File: config.mk
export PLATFORM = sky130hd
export DESIGN_NAME = dec_countdown_flat
export DESIGN_NICKNAME = d
export VERILOG_FILES = /design/src/rtl/dec_countdown_if.sv /design/src/rtl/dec_countdown.sv /design/src/flat_wrapper.sv
export SDC_FILE = /design/constraint.sdc
export NUM_CORES = 1
export LEC_CHECK = 0
export CAP_MARGIN = 20
export CORE_AREA = 2 2 40 42
export CTS_CLUSTER_DIAMETER = 100
export DETAILED_ROUTE_END_ITERATION = 8
export DIE_AREA = 0 0 42 44
export GPL_TIMING_DRIVEN = 0
export PLACE_DENSITY = 0.61
export SYNTH_ARGS = -nofsm -noshare
export SYNTH_HDL_FRONTEND = slang
export SYNTH_SLANG_ARGS = --single-unit
File: constraint.sdc
create_clock -name clk -period 2 [get_ports clk]
set_clock_uncertainty 0.05 [all_clocks]
set_input_delay 0.4 -clock clk [delete_from_list [all_inputs] [get_ports clk]]
set_output_delay 0.4 -clock clk [all_outputs]
set_load 0.005 [all_outputs]
File: src/rtl/dec_countdown_if.sv
// Handshake bundle for dec_countdown: load request, pause, registered count
// and the done_valid/done_ready completion handshake.
interface dec_countdown_if #(
    parameter int WIDTH = 4
);
    logic             start;
    logic [WIDTH-1:0] in;
    logic             pause;
    logic [WIDTH-1:0] out;
    logic             busy;
    logic             done_valid;
    logic             done_ready;

    modport master (
        output start, in, pause, done_ready,
        input  out, busy, done_valid
    );

    modport slave (
        input  start, in, pause, done_ready,
        output out, busy, done_valid
    );
endinterface

File: src/rtl/dec_countdown.sv
// Loadable saturating down-counter; completion is reported on done_valid and
// held until the consumer accepts it with done_ready.
module dec_countdown #(
    parameter int WIDTH = 4,
    parameter int STEP  = 1
) (
    input  logic           clk,
    input  logic           rst_n,
    dec_countdown_if.slave bus
);

    if (STEP < 1 || STEP > (2 ** WIDTH) - 1) begin : g_bad_step
        $error("dec_countdown: STEP must lie in 1 .. 2**WIDTH-1");
    end

    typedef enum logic [1:0] {
        IDLE  = 2'd0,
        COUNT = 2'd1,
        DONE  = 2'd2
    } state_t;

    localparam logic [WIDTH:0] STEP_W = (WIDTH + 1)'(STEP);

    state_t           state, state_nxt;
    logic [WIDTH-1:0] count, count_nxt;
    logic             busy, done_valid;
    logic [WIDTH:0]   count_ext, diff;

    // One extra bit so the borrow of count - STEP is never lost before saturation.
    assign count_ext = {1'b0, count};
    assign diff      = count_ext - STEP_W;

    always_comb begin
        // NOTE: every signal gets a default first so no path through the case infers a latch.
        state_nxt = state;
        count_nxt = count;
        case (state)
            IDLE: begin
                if (bus.start) begin
                    count_nxt = bus.in;
                    state_nxt = (bus.in == '0) ? DONE : COUNT;
                end
            end
            COUNT: begin
                if (!bus.pause) begin
                    if (count_ext > STEP_W) begin
                        count_nxt = WIDTH'(diff);
                    end else begin
                        count_nxt = '0;
                        state_nxt = DONE;
                    end
                end
            end
            DONE: begin
                count_nxt = '0;
                if (bus.done_ready) state_nxt = IDLE;
            end
            default: begin
                count_nxt = '0;
                state_nxt = IDLE;
            end
        endcase
    end

    // Status flags decode the next state so they flip on the same edge as the state.
    always_ff @(posedge clk or negedge rst_n) begin
        if (!rst_n) begin
            state      <= IDLE;
            count      <= '0;
            busy       <= 1'b0;
            done_valid <= 1'b0;
        end else begin
            // NOTE: non-blocking assignments keep every flop sampling pre-edge values.
            state      <= state_nxt;
            count      <= count_nxt;
            busy       <= (state_nxt != IDLE);
            done_valid <= (state_nxt == DONE);
        end
    end

    assign bus.out        = count;
    assign bus.busy       = busy;
    assign bus.done_valid = done_valid;

endmodule

File: src/flat_wrapper.sv
// flat-port wrapper written by rule: the top's interface ports become plain ports
module dec_countdown_flat 
#(
    parameter int WIDTH = 4,
    parameter int STEP  = 1
)
  (clk, rst_n, bus_start, bus_in, bus_pause, bus_done_ready, bus_out, bus_busy, bus_done_valid);
  dec_countdown_if #(.WIDTH(WIDTH)) bus_i ();
  input  logic clk;
  input  logic rst_n;
  input wire logic [$bits(bus_i.start)-1:0] bus_start;
  input wire logic [$bits(bus_i.in)-1:0] bus_in;
  input wire logic [$bits(bus_i.pause)-1:0] bus_pause;
  input wire logic [$bits(bus_i.done_ready)-1:0] bus_done_ready;
  output wire logic [$bits(bus_i.out)-1:0] bus_out;
  output wire logic [$bits(bus_i.busy)-1:0] bus_busy;
  output wire logic [$bits(bus_i.done_valid)-1:0] bus_done_valid;
  assign bus_i.start = bus_start;
  assign bus_i.in = bus_in;
  assign bus_i.pause = bus_pause;
  assign bus_i.done_ready = bus_done_ready;
  assign bus_out = bus_i.out;
  assign bus_busy = bus_i.busy;
  assign bus_done_valid = bus_i.done_valid;
  dec_countdown #(.WIDTH(WIDTH), .STEP(STEP)) u_core (.clk(clk), .rst_n(rst_n), .bus(bus_i));
endmodule
==> impl_metrics.json <==
{
  "fill_cells": 131,
  "clk_latency_ns": 0.26,
  "yosysTopAreaCellShare": 0.380,
  "r2r_cells": 6,
  "arrival_ns": 1.28,
  "cts_num_sinks": 8,
  "dpl.hpwl_um": 870,
  "relSlewSlack": 0.746,
  "hold_violations": 0,
  "start_util": 0.371,
  "crit_path_max_fanout": 6,
  "drt_wl_total_um": 1150,
  "routedWlPerCell_um": 13.5,
  "drv_cap": 0,
  "ys_warn_count": 0,
  "path_class": "flop to output pin",
  "end_kind": "output pin",
  "holdBufCountCts": 0,
  "clock.fmax_mhz": 579,
  "fp.dieH_um": 44,
  "finalPower_mw": 1.03,
  "dr.pass1.iters": 4,
  "status": "finished, final reports clean",
  "power_density_mw_per_mm2": 1450,
  "avgSynthCellArea_um2": 10.1,
  "grt_remaining_overflow": 0,
  "report.final.slew_viol_count": 0,
  "synthMostInstantiatedCell": "dfrtp_1",
  "crit_buf_inv": 1,
  "yosys-top-cells-area": "dfrtp_1, ha_1, o21ai_0",
  "crit_required_ns": 1.55,
  "h-tree-depth": 1,
  "path_cells": "clkdlybuf4s50_1",
  "multiInputGateArea_um2": 289,
  "die_w_um": 42,
  "synth_cell_types": 30,
  "rsz0062_at_grt": "false",
  "synthFlopType": "dfrtp_1",
  "async_flop_share": 1.00,
  "yosys.area.top_type": "dfrtp_1",
  "r2r_slack_ns": 0.34,
  "start_kind": "flop",
  "fin_setup_tns_ns": 0,
  "seq_area_frac_synth": 0.380,
  "cts_tree": "built",
  "syn2layout_area_growth_pct": 34.7,
  "worst_slack_ns": 0.273,
  "synth-edff-count": 0,
  "netlist_area_um2": 527,
  "hold_path_class": "input pin to async pin",
  "setup_viol": 0,
  "synth_commonest_cells": "dfrtp_1, o21ai_0, inv_1",
  "via_count": 448,
  "grt_max_degree": 11,
  "fin_nets": 82,
  "synth_seq_cells": 8,
  "post_cts_buffers": 0,
  "period_needed_ns": 1.73,
  "dp.cells": 82,
  "viasPerCell": 5.27,
  "antenna_found_initial": 0,
  "critical-path-top-delay-family": "buffers and inverters",
  "rr_endpoint": "u_core.bus.out[1]",
  "cts_resized": 0,
  "cts_buffer_depth": 2,
  "place_congestion": 0.817,
  "p_leak_nw": 0.286,
  "cts_inserted_buffers": 3,
  "root_buffer": "clkbuf_4",
  "clkTransAtPathRegs_ns": 0.06,
  "io_buffers": 14,
  "regArea_um2": 200,
  "finalCritPeriodShare": 0.864,
  "place_ws_ns": 0.114,
  "ios": 15,
  "rows": 14,
  "synth_fp_nets": 63,
  "fin_cells": 85,
  "antennaDiodeCount": 0,
  "grt_pass1_wl_um": 1990,
  "grt_pass1_vias": 452,
  "ir_drop_mv": 0.591,
  "die_area_mm2": 0.00185,
  "layout-drive-gt1-share": 0.203,
  "track_usage": 0.146,
  "cp_slowest_cell": "clkdlybuf4s50_1",
  "drt_iter0_markers": 8,
  "syn_inst": 52,
  "core_area_mm2": 0.00142,
  "ant_nets": 0,
  "worstMarginPinSlew_ns": 0.379,
  "timing.rr.start": "u_core.bus.out[0]",
  "max_stage_delay_ns": 0.55,
  "drc": 0
}
-- report_power, final --
part           leakage [nW]  total (mW)  internal [mW]  switching [mW]
registers             0.101       0.308          0.237          0.0711
clock network        0.0138       0.131         0.0692          0.0621
logic                 0.172       0.592          0.319           0.274
total                 0.286        1.03          0.625           0.407
-- worst max-delay path by stage --
stage          slack (ns)  cells past startpoint              start                end
2_1_floorplan        0.47                      6  u_core.bus.out[0]  u_core.bus.out[1]
3_3_place_gp         0.12                      5          bus_start  u_core.bus.out[1]
3_5_place_dp         0.11                      5          bus_start  u_core.bus.out[1]
4_1_cts              0.26                      1  u_core.bus.out[0]         bus_out[0]
5_1_grt              0.21                      1  u_core.bus.out[0]         bus_out[0]
6_report             0.27                      1  u_core.bus.out[0]         bus_out[0]
-- logic make-up (layout without fill, tap and decap cells) --
logic type	Yosys count	in the layout	share of synthesized area
fa+ha+maj	2	2	0.0475
compound gates	18	18	0.264
mux	1	1	0.0285
buf+inv	7	24	0.0712
flops	8	8	0.380
simple gates	16	16	0.209
-- layout make-up --
type,count,share of cell area
Buffer,2,0.0229
Clock buffer,3,0.0317
Inverter,5,0.0300
Multi-Input combinational cell,37,0.407
Sequential cell,8,0.282
Tap cell,16,0.0282
Timing Repair Buffer,14,0.198
-- placed cells by master, fill, tap and decap left out, drive strengths merged, types with 2 or more instances in the layout --
| cell | n |
|---|---|
| clkdlybuf4s50 | 14 |
| nor2 | 3 |
| ha | 2 |
| nand2 | 2 |
| clkbuf | 3 |
| inv | 5 |
| buf | 2 |
| o21ai | 5 |
| dfrtp | 8 |
| o32ai | 2 |
| a21oi | 4 |
| nand3 | 2 |
| o21a | 2 |
-- worst register-to-register path: cells and delay by family (launching register included) --
kind                     cells  cell delay, ns
AND/OR/NAND/NOR              1            0.07
adder cells (fa/ha/maj)      1            0.23
multiplexers                 1            0.27
AO/OA/AOI/OAI                2            0.37
buffers and inverters        1            0.10
flip-flops                   1            0.46
-- sequential cells by signal, indices dropped and copies added, names as in the netlist --
name	count
u_core.bus.busy	1
u_core.bus.done_valid	1
u_core.bus.out	4
u_core.state	2
-- routing by layer --
metal / global-route usage / part of all wire / vias to the layer above
li1: - / - / 226
met1: 0.188 / 0.48 / 204
met2: 0.234 / 0.45 / 16
met3: 0.0375 / 0.051 / 2
met4: 0.0581 / 0.017 / 0
met5: 0 / 0 / -
-- per-stage QoR --
step                      area, um^2  hold WS [ns]  utilization
after floorplan                  527        0.0544            -
after global placement           687         0.535        0.484
after detailed placement         687         0.548        0.484
after CTS                        709         0.389        0.500
after global routing             709         0.413        0.500
final                            709         0.372        0.500
(Power assumes the default switching activity.)
==> edit (config.mk and constraints unchanged) <==
The 3 states of `state_t` get a one-hot encoding in 3 bits.
--- a/src/rtl/dec_countdown.sv
+++ b/src/rtl/dec_countdown.sv
@@ -13,10 +13,10 @@
         $error("dec_countdown: STEP must lie in 1 .. 2**WIDTH-1");
     end
 
-    typedef enum logic [1:0] {
-        IDLE  = 2'd0,
-        COUNT = 2'd1,
-        DONE  = 2'd2
+    typedef enum logic [2:0] {
+        IDLE  = 3'b001,
+        COUNT = 3'b010,
+        DONE  = 3'b100
     } state_t;
 
     localparam logic [WIDTH:0] STEP_W = (WIDTH + 1)'(STEP);
Behaviour: same outputs for any inputs over 10 cycles, from zero or initial values and one cycle with rst_n low; not proved beyond that.
==> edit against the unedited design <==
  * Wire length grew 3.8%
  * Via count grew 10%
  * Sequential power grew 7.5%
  * Synthesized area shrank 0.47%
  * Sequential cell count grew 1
  * Count of clock-buffer cells in the layout is the same
  * First-iteration DRC count grew 75%
  * Worst setup slack lost 0.0061 ns
  * Final area grew 0.35%
  * Power shrank 10%
  * Critical endpoint is now u_core.bus.done_valid
  * Largest power group unchanged
  * Highest routed layer unchanged
==> edit: results (changes against the unedited design) <==
<table>
<tr><th>Metric</th><th>Value</th></tr>
<tr><th colspan="2">Run status</th></tr>
<tr><td>Result of the run</td><td>finished, final reports clean (unchanged)</td></tr>
<tr><th colspan="2">Worst setup path</th></tr>
<tr><td>Library cell contributing the largest single delay on the critical path</td><td>sky130_fd_sc_hd__nor3_1 (was sky130_fd_sc_hd__clkdlybuf4s50_1)</td></tr>
<tr><td>Crit path max-delay family</td><td>simple AND/OR/NAND/NOR gates (was buffers and inverters)</td></tr>
<tr><td>Critical path peak fanout</td><td>5 (was 6)</td></tr>
<tr><td>Slowest stage delay, CP</td><td>0.41 ns (was 0.55 ns)</td></tr>
<tr><td>FF-to-FF setup slack</td><td>0.27 ns (was 0.34 ns)</td></tr>
<tr><th colspan="2">Drt</th></tr>
<tr><td>Met3 WL</td><td>62 um (was 58 um)</td></tr>
<tr><td>Post-DRT Antenna Nets</td><td>0 (unchanged)</td></tr>
<tr><td>Drt first-iter violations</td><td>14 (was 8)</td></tr>
<tr><td>Post-detailed-route via-to-cell ratio</td><td>5.42 (was 5.27)</td></tr>
<tr><td>M1 wire length</td><td>537 um (was 554 um)</td></tr>
<tr><th colspan="2">Timing</th></tr>
<tr><td>Worst max-slew margin expressed relative to the limit</td><td>64.5% (was 74.6%)</td></tr>
<tr><th colspan="2">Placement</th></tr>
<tr><td>Global placement routability congestion</td><td>0.756 (was 0.817)</td></tr>
<tr><td>HPWL after DPL</td><td>910 um (was 870 um)</td></tr>
<tr><td>Number of placed instances with taps included</td><td>87 (was 82)</td></tr>
<tr><th colspan="2">Logic synthesis</th></tr>
<tr><td>Post-synthesis sequential area ratio</td><td>43.2% (was 38.0%)</td></tr>
<tr><td>Ranking of synthesized cells by area</td><td>sky130_fd_sc_hd__dfrtp_1 (38%), sky130_fd_sc_hd__o21ai_0 (5.7%), sky130_fd_sc_hd__dfstp_2 (5.0%), sky130_fd_sc_hd__a21oi_1 (4.8%), sky130_fd_sc_hd__ha_1 (4.8%) (was sky130_fd_sc_hd__dfrtp_1 (38%), sky130_fd_sc_hd__ha_1 (4.8%), sky130_fd_sc_hd__o21ai_0 (4.8%), sky130_fd_sc_hd__o32ai_1 (3.3%), sky130_fd_sc_hd__a21oi_4 (3.1%))</td></tr>
<tr><td>Number of distinct library cells after synthesis</td><td>26 (was 30)</td></tr>
<tr><td>Syn nets</td><td>68 (was 63)</td></tr>
<tr><th colspan="2">Global routing</th></tr>
<tr><td>Via count of the first global-routing pass</td><td>463 (was 452)</td></tr>
<tr><th colspan="2">Final layout</th></tr>
<tr><td>Ratio of cells with drive above 1 in the final layout</td><td>6.67% (was 20.3%)</td></tr>
<tr><td>Final cell count without fillers</td><td>91 (was 85)</td></tr>
<tr><th colspan="2">Clocking</th></tr>
<tr><td>Number of buffers on the longest clock path</td><td>2 (unchanged)</td></tr>
<tr><th colspan="2">Pwr</th></tr>
<tr><td>Worst VDD drop</td><td>0.601 mV (was 0.591 mV)</td></tr>
<tr><td>Static Leakage</td><td>0.305 nW (was 0.286 nW)</td></tr>
</table>
[edit: changes by cell type after synthesis, sizes merged, moves of 2 or more]
cell / before / now
buf: 2 / 0
nand3: 2 / 0
nand3b: 0 / 2
nor3: 1 / 3
nor4: 1 / 3
o21a: 2 / 0
o32ai: 2 / 0
[edit: cell families after synthesis]
group,synth area share (%)
and+or+nand+nor,24.3
buffers and inverters,4.30
DFF,43.2
adders and majority gates,4.77
xor gates and xnor gates,1.67
AOI/OAI and AO/OA,21.7
[edit: cell type report]
class	count	area, um2
flip-flops and latches	9	226
well taps	16	20.0
clock inverters	1	5.00
repair buffers	14	140
clock buffers	3	22.5
inverters	5	18.8
plain buffers	1	3.75
multi-input cells	42	275
fillers	131	707
[edit: power by group]
group          internal [mW]  switching, mW  leakage, nW
Clock                 0.0741         0.0767       0.0177
Combinational          0.239          0.205        0.174
Sequential             0.258         0.0730        0.114
Total                  0.571          0.355        0.305
[edit: metrics by stage]
step / power (mW) / worst slack [ns] / instance area [um2] / utilization (%) / hold WS [ns]
3_3_place_gp: 0.776 / 0.122 / 684 / 48.2 / 0.527
5_1_grt: 1.00 / 0.0801 / 712 / 50.2 / 0.409
4_1_cts: 0.933 / 0.258 / 712 / 50.2 / 0.393
2_1_floorplan: 0.596 / 0.431 / 524 / - / 0.0544
3_5_place_dp: 0.780 / 0.127 / 684 / 48.2 / 0.541
6_report: 0.926 / 0.266 / 712 / 50.2 / 0.368
[edit: worst paths after layout]
path	from	endpoint	cells after the start
worst max-delay path	u_core.bus.out[1]	u_core.bus.done_valid	6
worst max register to register	u_core.bus.out[1]	u_core.bus.done_valid	6
worst min-delay path	rst_n	u_core.bus.out[1]	1
min in group clk	u_core.bus.out[2]	u_core.bus.out[2]	2
worst min register to register	u_core.bus.out[2]	u_core.bus.out[2]	2
max in group asynchronous	rst_n	u_core.state[0]	1
[edit: metal layers]
| metal | track usage, % | up-vias |
|---|---|---|
| met2 | 25.3 | 15 |
| li1 | - | 247 |
| met4 | 7.74 | 0 |
| met5 | 0 | - |
| met3 | 4.17 | 3 |
| met1 | 16.7 | 228 |
